## src/rtl/strided_addr_gen_pkg.sv

```systemverilog
// Shared types and default widths for the strided 2-D address generator.
package strided_addr_gen_pkg;

  localparam int DEF_ADDR_W = 16;
  localparam int DEF_DIM_W  = 8;

  typedef enum logic [1:0] {
    ST_IDLE = 2'd0,
    ST_RUN  = 2'd1,
    ST_DONE = 2'd2
  } sag_state_e;

endpackage

```

## src/rtl/stride_counter.sv

```systemverilog
// Index counter paired with an address accumulator. Each enable advances the
// index and adds step to the value; on reaching limit it wraps the index to 0
// and reloads the value from wrap_val. A load takes priority over an enable.
module stride_counter #(
  parameter int ADDR_W = 16,
  parameter int DIM_W  = 8
) (
  input  logic              clock,
  input  logic              reset,
  input  logic              load,
  input  logic [ADDR_W-1:0] load_val,
  input  logic [ADDR_W-1:0] step,
  input  logic [ADDR_W-1:0] wrap_val,
  input  logic              en,
  input  logic [DIM_W-1:0]  limit,
  output logic [ADDR_W-1:0] val,
  output logic [DIM_W-1:0]  idx,
  output logic              wrap
);

  logic [ADDR_W-1:0] val_q, val_d;
  logic [DIM_W-1:0]  idx_q, idx_d;

  // wrap means the next enable returns the index to 0
  assign wrap = (idx_q == limit);
  assign val  = val_q;
  assign idx  = idx_q;

  // next value: load, wrap-reload, or step
  always_comb begin
    val_d = val_q;
    idx_d = idx_q;
    if (load) begin
      val_d = load_val;
      idx_d = '0;
    end else if (en) begin
      if (wrap) begin
        val_d = wrap_val;
        idx_d = '0;
      end else begin
        val_d = val_q + step;
        idx_d = idx_q + DIM_W'(1);
      end
    end
  end

  // value/index registers
  always_ff @(posedge clock) begin
    if (reset) begin
      val_q <= '0;
      idx_q <= '0;
    end else begin
      val_q <= val_d;
      idx_q <= idx_d;
    end
  end

endmodule

```

## src/rtl/strided_addr_gen.sv

```systemverilog
// Strided 2-D address generator: walks rows x cols row-major, emitting
// base + r*row_stride + c*col_stride over a valid/ready handshake.
// Optional build macro STRIDED_ADDR_GEN_REPEAT_EN adds the rpt input: when it
// is sampled high with start the tile repeats forever (exit only by reset).
// The port is named rpt because repeat is a reserved word.
module strided_addr_gen
  import strided_addr_gen_pkg::*;
#(
  parameter int ADDR_W = DEF_ADDR_W,
  parameter int DIM_W  = DEF_DIM_W
) (
  input  logic              clock,
  input  logic              reset,
  input  logic              start,
  input  logic [ADDR_W-1:0] base,
  input  logic [DIM_W-1:0]  rows,
  input  logic [DIM_W-1:0]  cols,
  input  logic [ADDR_W-1:0] row_stride,
  input  logic [ADDR_W-1:0] col_stride,
`ifdef STRIDED_ADDR_GEN_REPEAT_EN
  input  logic              rpt,
`endif
  output logic              addr_valid,
  input  logic              addr_ready,
  output logic [ADDR_W-1:0] addr,
  output logic [DIM_W-1:0]  row_idx,
  output logic [DIM_W-1:0]  col_idx,
  output logic              last,
  output logic              busy,
  output logic              done
);

  sag_state_e state_q, state_d;

  logic [ADDR_W-1:0] base_q, base_d;
  logic [DIM_W-1:0]  rows_q, rows_d;
  logic [DIM_W-1:0]  cols_q, cols_d;
  logic [ADDR_W-1:0] rstride_q, rstride_d;
  logic [ADDR_W-1:0] cstride_q, cstride_d;
  logic              rpt_q;

  logic              launch;
  logic              xfer;
  logic              col_wrap, row_wrap;
  logic [ADDR_W-1:0] row_base;
  logic [ADDR_W-1:0] col_wrap_val;

  // only a start in IDLE with a non-empty tile launches a run
  assign launch = (state_q == ST_IDLE) && start && (rows != '0) && (cols != '0);
  assign xfer   = addr_valid && addr_ready;

`ifdef STRIDED_ADDR_GEN_REPEAT_EN
  logic rpt_d;

  // repeat flag captured alongside the configuration
  always_comb begin
    rpt_d = rpt_q;
    if (launch) rpt_d = rpt;
  end

  // repeat flag register
  always_ff @(posedge clock) begin
    if (reset) rpt_q <= 1'b0;
    else       rpt_q <= rpt_d;
  end
`else
  assign rpt_q = 1'b0;
`endif

  // configuration capture; inputs are ignored after the launch cycle
  always_comb begin
    base_d    = base_q;
    rows_d    = rows_q;
    cols_d    = cols_q;
    rstride_d = rstride_q;
    cstride_d = cstride_q;
    if (launch) begin
      base_d    = base;
      rows_d    = rows;
      cols_d    = cols;
      rstride_d = row_stride;
      cstride_d = col_stride;
    end
  end

  // configuration registers
  always_ff @(posedge clock) begin
    if (reset) begin
      base_q    <= '0;
      rows_q    <= '0;
      cols_q    <= '0;
      rstride_q <= '0;
      cstride_q <= '0;
    end else begin
      base_q    <= base_d;
      rows_q    <= rows_d;
      cols_q    <= cols_d;
      rstride_q <= rstride_d;
      cstride_q <= cstride_d;
    end
  end

  // At the end of a row the column counter reloads with the next row base;
  // at the end of the tile it reloads with base (used only when repeating).
  assign col_wrap_val = row_wrap ? base_q : (row_base + rstride_q);

  stride_counter #(.ADDR_W(ADDR_W), .DIM_W(DIM_W)) u_col (
    .clock    (clock),
    .reset    (reset),
    .load     (launch),
    .load_val (base),
    .step     (cstride_q),
    .wrap_val (col_wrap_val),
    .en       (xfer),
    .limit    (cols_q - DIM_W'(1)),
    .val      (addr),
    .idx      (col_idx),
    .wrap     (col_wrap)
  );

  stride_counter #(.ADDR_W(ADDR_W), .DIM_W(DIM_W)) u_row (
    .clock    (clock),
    .reset    (reset),
    .load     (launch),
    .load_val (base),
    .step     (rstride_q),
    .wrap_val (base_q),
    .en       (xfer && col_wrap),
    .limit    (rows_q - DIM_W'(1)),
    .val      (row_base),
    .idx      (row_idx),
    .wrap     (row_wrap)
  );

  // outputs decoded from registered state
  assign addr_valid = (state_q == ST_RUN);
  assign last       = addr_valid && row_wrap && col_wrap;
  assign busy       = (state_q != ST_IDLE);
  assign done       = (state_q == ST_DONE);

  // next-state logic
  always_comb begin
    state_d = state_q;
    unique case (state_q)
      ST_IDLE: if (start) state_d = launch ? ST_RUN : ST_DONE;
      ST_RUN:  if (xfer && last && !rpt_q) state_d = ST_DONE;
      ST_DONE: state_d = ST_IDLE;
      default: state_d = ST_IDLE;
    endcase
  end

  // state register
  always_ff @(posedge clock) begin
    if (reset) state_q <= ST_IDLE;
    else       state_q <= state_d;
  end

endmodule

```

## config.mk

```make
export PLATFORM = sky130hd
export DESIGN_NAME = strided_addr_gen
export DESIGN_NICKNAME = d
export VERILOG_FILES = /design/src/rtl/strided_addr_gen_pkg.sv /design/src/rtl/stride_counter.sv /design/src/rtl/strided_addr_gen.sv
export SDC_FILE = /design/constraint.sdc
export NUM_CORES = 1
export LEC_CHECK = 0
export CAP_MARGIN = 20
export CORE_UTILIZATION = 44
export DETAILED_ROUTE_END_ITERATION = 7
export PLACE_DENSITY = 0.82
export SKIP_CTS_REPAIR_TIMING = 1
export SYNTH_ARGS = -nofsm -noshare
export SYNTH_HDL_FRONTEND = slang
export SYNTH_SLANG_ARGS = --single-unit
export TNS_END_PERCENT = 20
```

## constraint.sdc

```tcl
create_clock -name clock -period 3.2 [get_ports clock]
set_clock_uncertainty 0.2 [all_clocks]
set_input_delay 0.64 -clock clock [delete_from_list [all_inputs] [get_ports clock]]
set_output_delay 0.64 -clock clock [all_outputs]
set_load 0.1 [all_outputs]
```

# [Word-level counts from Yosys, hierarchy flattened]
# Index checks and enable logic that the tools add are counted.
[classes] n_eq_ne=6 mux=12 reduce_logical=16 n_addsub=6
[op_table] operator="$mux W16" count=6
[op_table] operator="$add A16 B16 Y16" count=2
[op_table] operator="$add A8 B1 Y8 const B" count=2
[op_table] operator="$eq A8 B8 Y1" count=2
[op_table] operator="$mux W8" count=2
[op_table] operator="$reduce_bool A8 Y1" count=2
[op_table] operator="$sub A8 B1 Y8 const B" count=2
[op_table] operator="$logic_and A1 B1 Y1" count=8
[op_table] operator="$mux W2" count=3
[op_table] operator="$reduce_bool A2 Y1" count=3
[op_table] operator="$pmux W2 S2" count=1
[op_table] operator="$eq A2 B1 Y1 const B" count=1
[op_table] operator="$eq A2 B2 Y1 const B" count=1
[op_table] operator="$logic_not A2 Y1" count=1
[op_table] operator="$ne A2 B1 Y1 const B" count=1
[op_table] operator="$ne A2 B2 Y1 const B" count=1
[op_table] operator="$reduce_and A2 Y1" count=1
[op_table] operator="$reduce_or A2 Y1" count=1
[totals] out_inout_bits=36 reg_bits=114 word_cells=50 input_bits=68

# [Depth between registers and ports, before layout]
[depth] ltp_word=7 mapped_depth=12 depth_no_buf=11

# [By module]
# Synthesis repeated with hierarchy kept, for this count alone.
[unflattened] hier_cells=1014 area_unflattened_um2=7634.8
[by_module_without_submodules] module="stride_counter" area_each_um2=2063.2 cells_each=268 seq_area_each_um2=480.5 n_inst=2
[by_module_without_submodules] module="strided_addr_gen" area_each_um2=3508.4 cells_each=478 seq_area_each_um2=1321.3 n_inst=1

# [Worst setup path after synthesis]
# Ideal clock, no wire load.
[synth_timing] kind="register to output" startpoint="reg u_col.idx_q[4], in the netlist u_col.idx[4]" endpoint="out last" t_arrival_ns=3.244 setup_slack_ns=-0.884 n_path_buf=2 required_time_ns=2.360 path_stages_with_launch=8 cell_sequence="dfxtp_1 xnor2_1 nor4b_1 o211ai_1 nor3_1 buf_2 buf_1 and3_1"
[synth_between] elab_chain_len=2
[synth_lines] element="start: declaration" line="stride_counter.sv:22" rtl="logic [DIM_W-1:0] idx_q, idx_d;"
[synth_lines] element="start signal: assignment" line="stride_counter.sv:54" rtl="idx_q <= idx_d;"
[synth_lines] element="$eq A8 B8 Y1" line="stride_counter.sv:25" rtl="assign wrap = (idx_q == limit);"
[synth_lines] element="$logic_and A1 B1 Y1" line="strided_addr_gen.sv:137" rtl="assign last = addr_valid && row_wrap && col_wrap;"
[synth_lines] element="end: declaration" line="strided_addr_gen.sv:28" rtl="output logic last,"
# Every way passes these cells.

# [Worst setup path in the final report]
[layout_timing] startpoint="reg cols_q[0]" endpoint="out last"
[layout_between] elab_chain_len=3
[layout_lines] element="start: declaration" line="strided_addr_gen.sv:37" rtl="logic [DIM_W-1:0] cols_q, cols_d;"
[layout_lines] element="start signal: assignment" line="strided_addr_gen.sv:97" rtl="cols_q <= cols_d;"
[layout_lines] element="$sub A8 B1 Y8" line="strided_addr_gen.sv:115" rtl=".limit (cols_q - DIM_W'(1)),"
[layout_lines] element="$eq A8 B8 Y1" line="stride_counter.sv:25"
[layout_lines] element="$logic_and A1 B1 Y1" line="strided_addr_gen.sv:137"
# Every way passes these cells.

==> results by group <==
Floorplan
  • Cell Rows: 44
  • Initial Util: 45.2%
  • DIE WIDTH: approximately 120 microns
  • Die Y: around 120 microns
  • Die ar.: 0.0154 sq mm
  • Core footprint: roughly 0.015 sq mm
  • I/O pins: 104

Power and ir drop
  • PD cells: roughly 570 mW/mm^2
  • Leakage: 3.42 nW
  • Worst VDD drop: around 430 uV

Global routing
  • Global-route wire length before repair: 31.1 mm
  • Largest net degree at the start of global routing: 81
  • Vias in the first global route: ~6200
  • Initial antenna violation count: 0
  • GR Overflow Total: 0
  • GRT Util Overall: 25.2%

Layout
  • Final-stage net count: between 1000 and 1500
  • # diodes: 0
  • Non-Filler Instances: ~1200
  • Share of cells above drive strength 1: 14.3%
  • Area delta synth->final: 29.5%

Routing
  • Drt pass-1 iters: 5
  • DR iter-0 viols: between 600 and 700
  • Vias: 6687
  • Antenna Nets Post-Route: 0
  • Post-DR wirelength/cell: 16.7 microns
  • Final wirelength: between 15 and 20 mm
  • DR DRC count: 0
  • Vias/cell: 5.77

Placed design
  • Placed cells: 1127
  • Hpwl dp: 14.0 mm
  • Pre-CTS setup slack: ~53 ps
  • Port Buf Inserts: 103
  • GP Congestion: between 0.9 and 1

Critical path
  • Crit end category: output port
  • Critical-path cell with the highest stage delay: a221oi_4
  • Critical Path AT: 2430 ps
  • Worst stage delay on the critical path: 400 ps
  • Critical Path RT: 2360 ps
  • Buf+Inv Stages, Crit Path: 2
  • CP max FO: 5
  • CP Class: reg2out
  • Crit path max-delay family: compound AO/OA/AOI/OAI gates
  • Critical Path Start Type: flop
  • Worst-path cell chain: buf_4, nor2_1, xnor2_1, a32o_1, a221oi_4, nor3_2, and3_4, buf_12

Clock network
  • Clock-pin transition on the worst setup and hold timing paths: 50 ps
  • Root buffer cell: clkbuf_16
  • CTS tree: yes
  • Maximum clock path buffer count: 2
  • Worst-skew pair later-pin latency: 430 ps
  • Total CTS buffers: 17
  • H-tree levels: 4
  • Clock sinks: 114

Logic synthesis
  • Post-Syn Instances: 846
  • Synth Register Bits: 114
  • Synth unique cells: 70
  • Register area share after synthesis: 34.7%
  • Largest cells by area after synthesis: dfxtp_1 (35%), nand2_1 (9.6%), a21oi_1 (7.1%), ha_1 (6.5%), nor2_1 (4.2%)
  • Yosys top cell area share: 34.7%
  • Synth area leader: dfxtp_1
  • Syn avg cell area: 7.77 sq um
  • Main flop type after synthesis: dfxtp_1
  • YS warnings: 0
  • Post-synthesis async set-or-reset flop share: 0%
  • Mapped Nets: 950
  • Number of flops mapped to enable cells by yosys: 0
  • Synthesized area: ~0.0066 sq mm

Timing
  • Minimum clock period: 3270 ps
  • Worst slew pin tran: 734 ps
  • Fin. Hold Viols: 0
  • Rel. slew slack: 50.5%
  • Total negative slack: -65.1 ps
  • Final Max Tran Viols: 0
  • Max Freq: 306 MHz
  • RSZ-0062 raised after global routing: true
  • WHS: around 250 ps
  • Final period util: 102%
  • Final setup margin: -65.1 ps
  • Final setup vio count: 1

Run status
  • Status: complete, but fails checks
  • Violated checks: negative setup slack

Flow run
  • Max cap viols: 0

Min path
  • Hold Path Class: reg2reg
## worst paths after layout
kind | startpoint | to | slack [ps] | cells past startpoint
min | base_q[15]$_SDFFE_PP0P_ | base_q[15]$_SDFFE_PP0P_ | 250 | 2
max | cols_q[0]$_SDFFE_PP0P_ | last | -70 | 8
min reg2reg | base_q[15]$_SDFFE_PP0P_ | base_q[15]$_SDFFE_PP0P_ | 250 | 2
max reg2reg | u_row.idx[6]$_SDFFE_PP0P_ | u_col.val[1]$_SDFFE_PP0P_ | 120 | 8
## placed cells by master (no fill, tap or decap), types with 22 or more instances in the layout
master | synthesis | layout
xnor2_1 | 25 | 25
clkdlybuf4s50_1 | 0 | 66
nor3_1 | 24 | 22
a21oi_1 | 93 | 93
dfxtp_1 | 114 | 102
nand2_1 | 169 | 168
buf_4 | 1 | 70
o21ai_0 | 31 | 30
ha_1 | 34 | 33
nor2_1 | 74 | 74
## flip-flops by register name, indices dropped and copies added, names as in the netlist
name	count
cols_q	8
base_q	16
rstride_q	16
state_q	2
u_row.idx	8
cstride_q	16
rows_q	8
u_row.val	16
u_col.val	16
u_col.idx	8
## per-stage QoR
| step | total power (W) | utilization (%) | area (sq um) |
|---|---|---|---|
| floorplan | 0.00257 | - | 6600 |
| global placement | 0.00296 | 54.5 | 7920 |
| detailed placement | 0.00298 | 54.5 | 7920 |
| CTS | 0.00486 | 58.5 | 8500 |
| global route | 0.00508 | 58.6 | 8520 |
| finish | 0.00487 | 58.6 | 8520 |
## metal layers
metal	vias up	track usage, %	wire (microns)
met4	0	10.9	592
met5	-	0	0
met3	41	5.93	1450
met1	3118	32.8	8430
li1	3259	-	-
met2	269	39.9	8830
## tightest hold or removal path, delay by kind of cell, from the launching register on
kind | cells | cell delay [ps]
simple gates | 1 | 50
compound gates | 1 | 50
flops | 1 | 300
## report_power, final
group | leakage [nW] | switching [W] | internal, W
registers | 0.940 | 0.000116 | 0.00155
logic | 2.19 | 0.000835 | 0.000489
clock network | 0.289 | 0.000650 | 0.00123
total | 3.42 | 0.00160 | 0.00327
## cell type report
cell class              count  area (sq um)
fillers                  1306          6010
multi-input cells         671          4070
flip-flops and latches    114          2300
repair buffers            141          1270
clock buffers              25           505
well taps                 184           230
clock inverters             5          75.1
inverters                  18          67.6
## cell usage after synthesis (3+ instances only)
library cell / instances
a31oi_1: 6
nand2_1: 169
nand2b_1: 6
a21o_1: 9
o31ai_1: 11
a21boi_0: 4
o21ai_0: 31
nor4_1: 7
o221a_2: 5
and3_1: 9
or3_1: 6
o21a_1: 13
nor2b_1: 4
xnor2_1: 25
o211ai_1: 6
clkbuf_1: 28
o22ai_1: 3
nand3_1: 12
nand4_1: 17
inv_1: 18
buf_2: 7
nor3_1: 24
ha_1: 34
and2_1: 6
a311oi_1: 5
mux2i_1: 5
dfxtp_1: 114
a211oi_1: 14
nor2_1: 74
xor2_1: 20
buf_1: 6
a21oi_1: 93
nor3b_1: 4
o21bai_1: 4
o31a_1: 3
## logic make-up (layout without fill, tap and decap cells)
kind of cell	after synthesis	after routing	synth area share, %
multiplexers	5	5	0.761
AO/OA/AOI/OAI	233	233	23.2
adder cells (fa/ha/maj)	36	36	7.08
AND/OR/NAND/NOR	351	351	24.2
buffers and inverters	61	189	3.79
flip-flops	114	114	34.7
XOR/XNOR	46	46	6.24
Note: power is estimated with default switching activity, not from simulation.
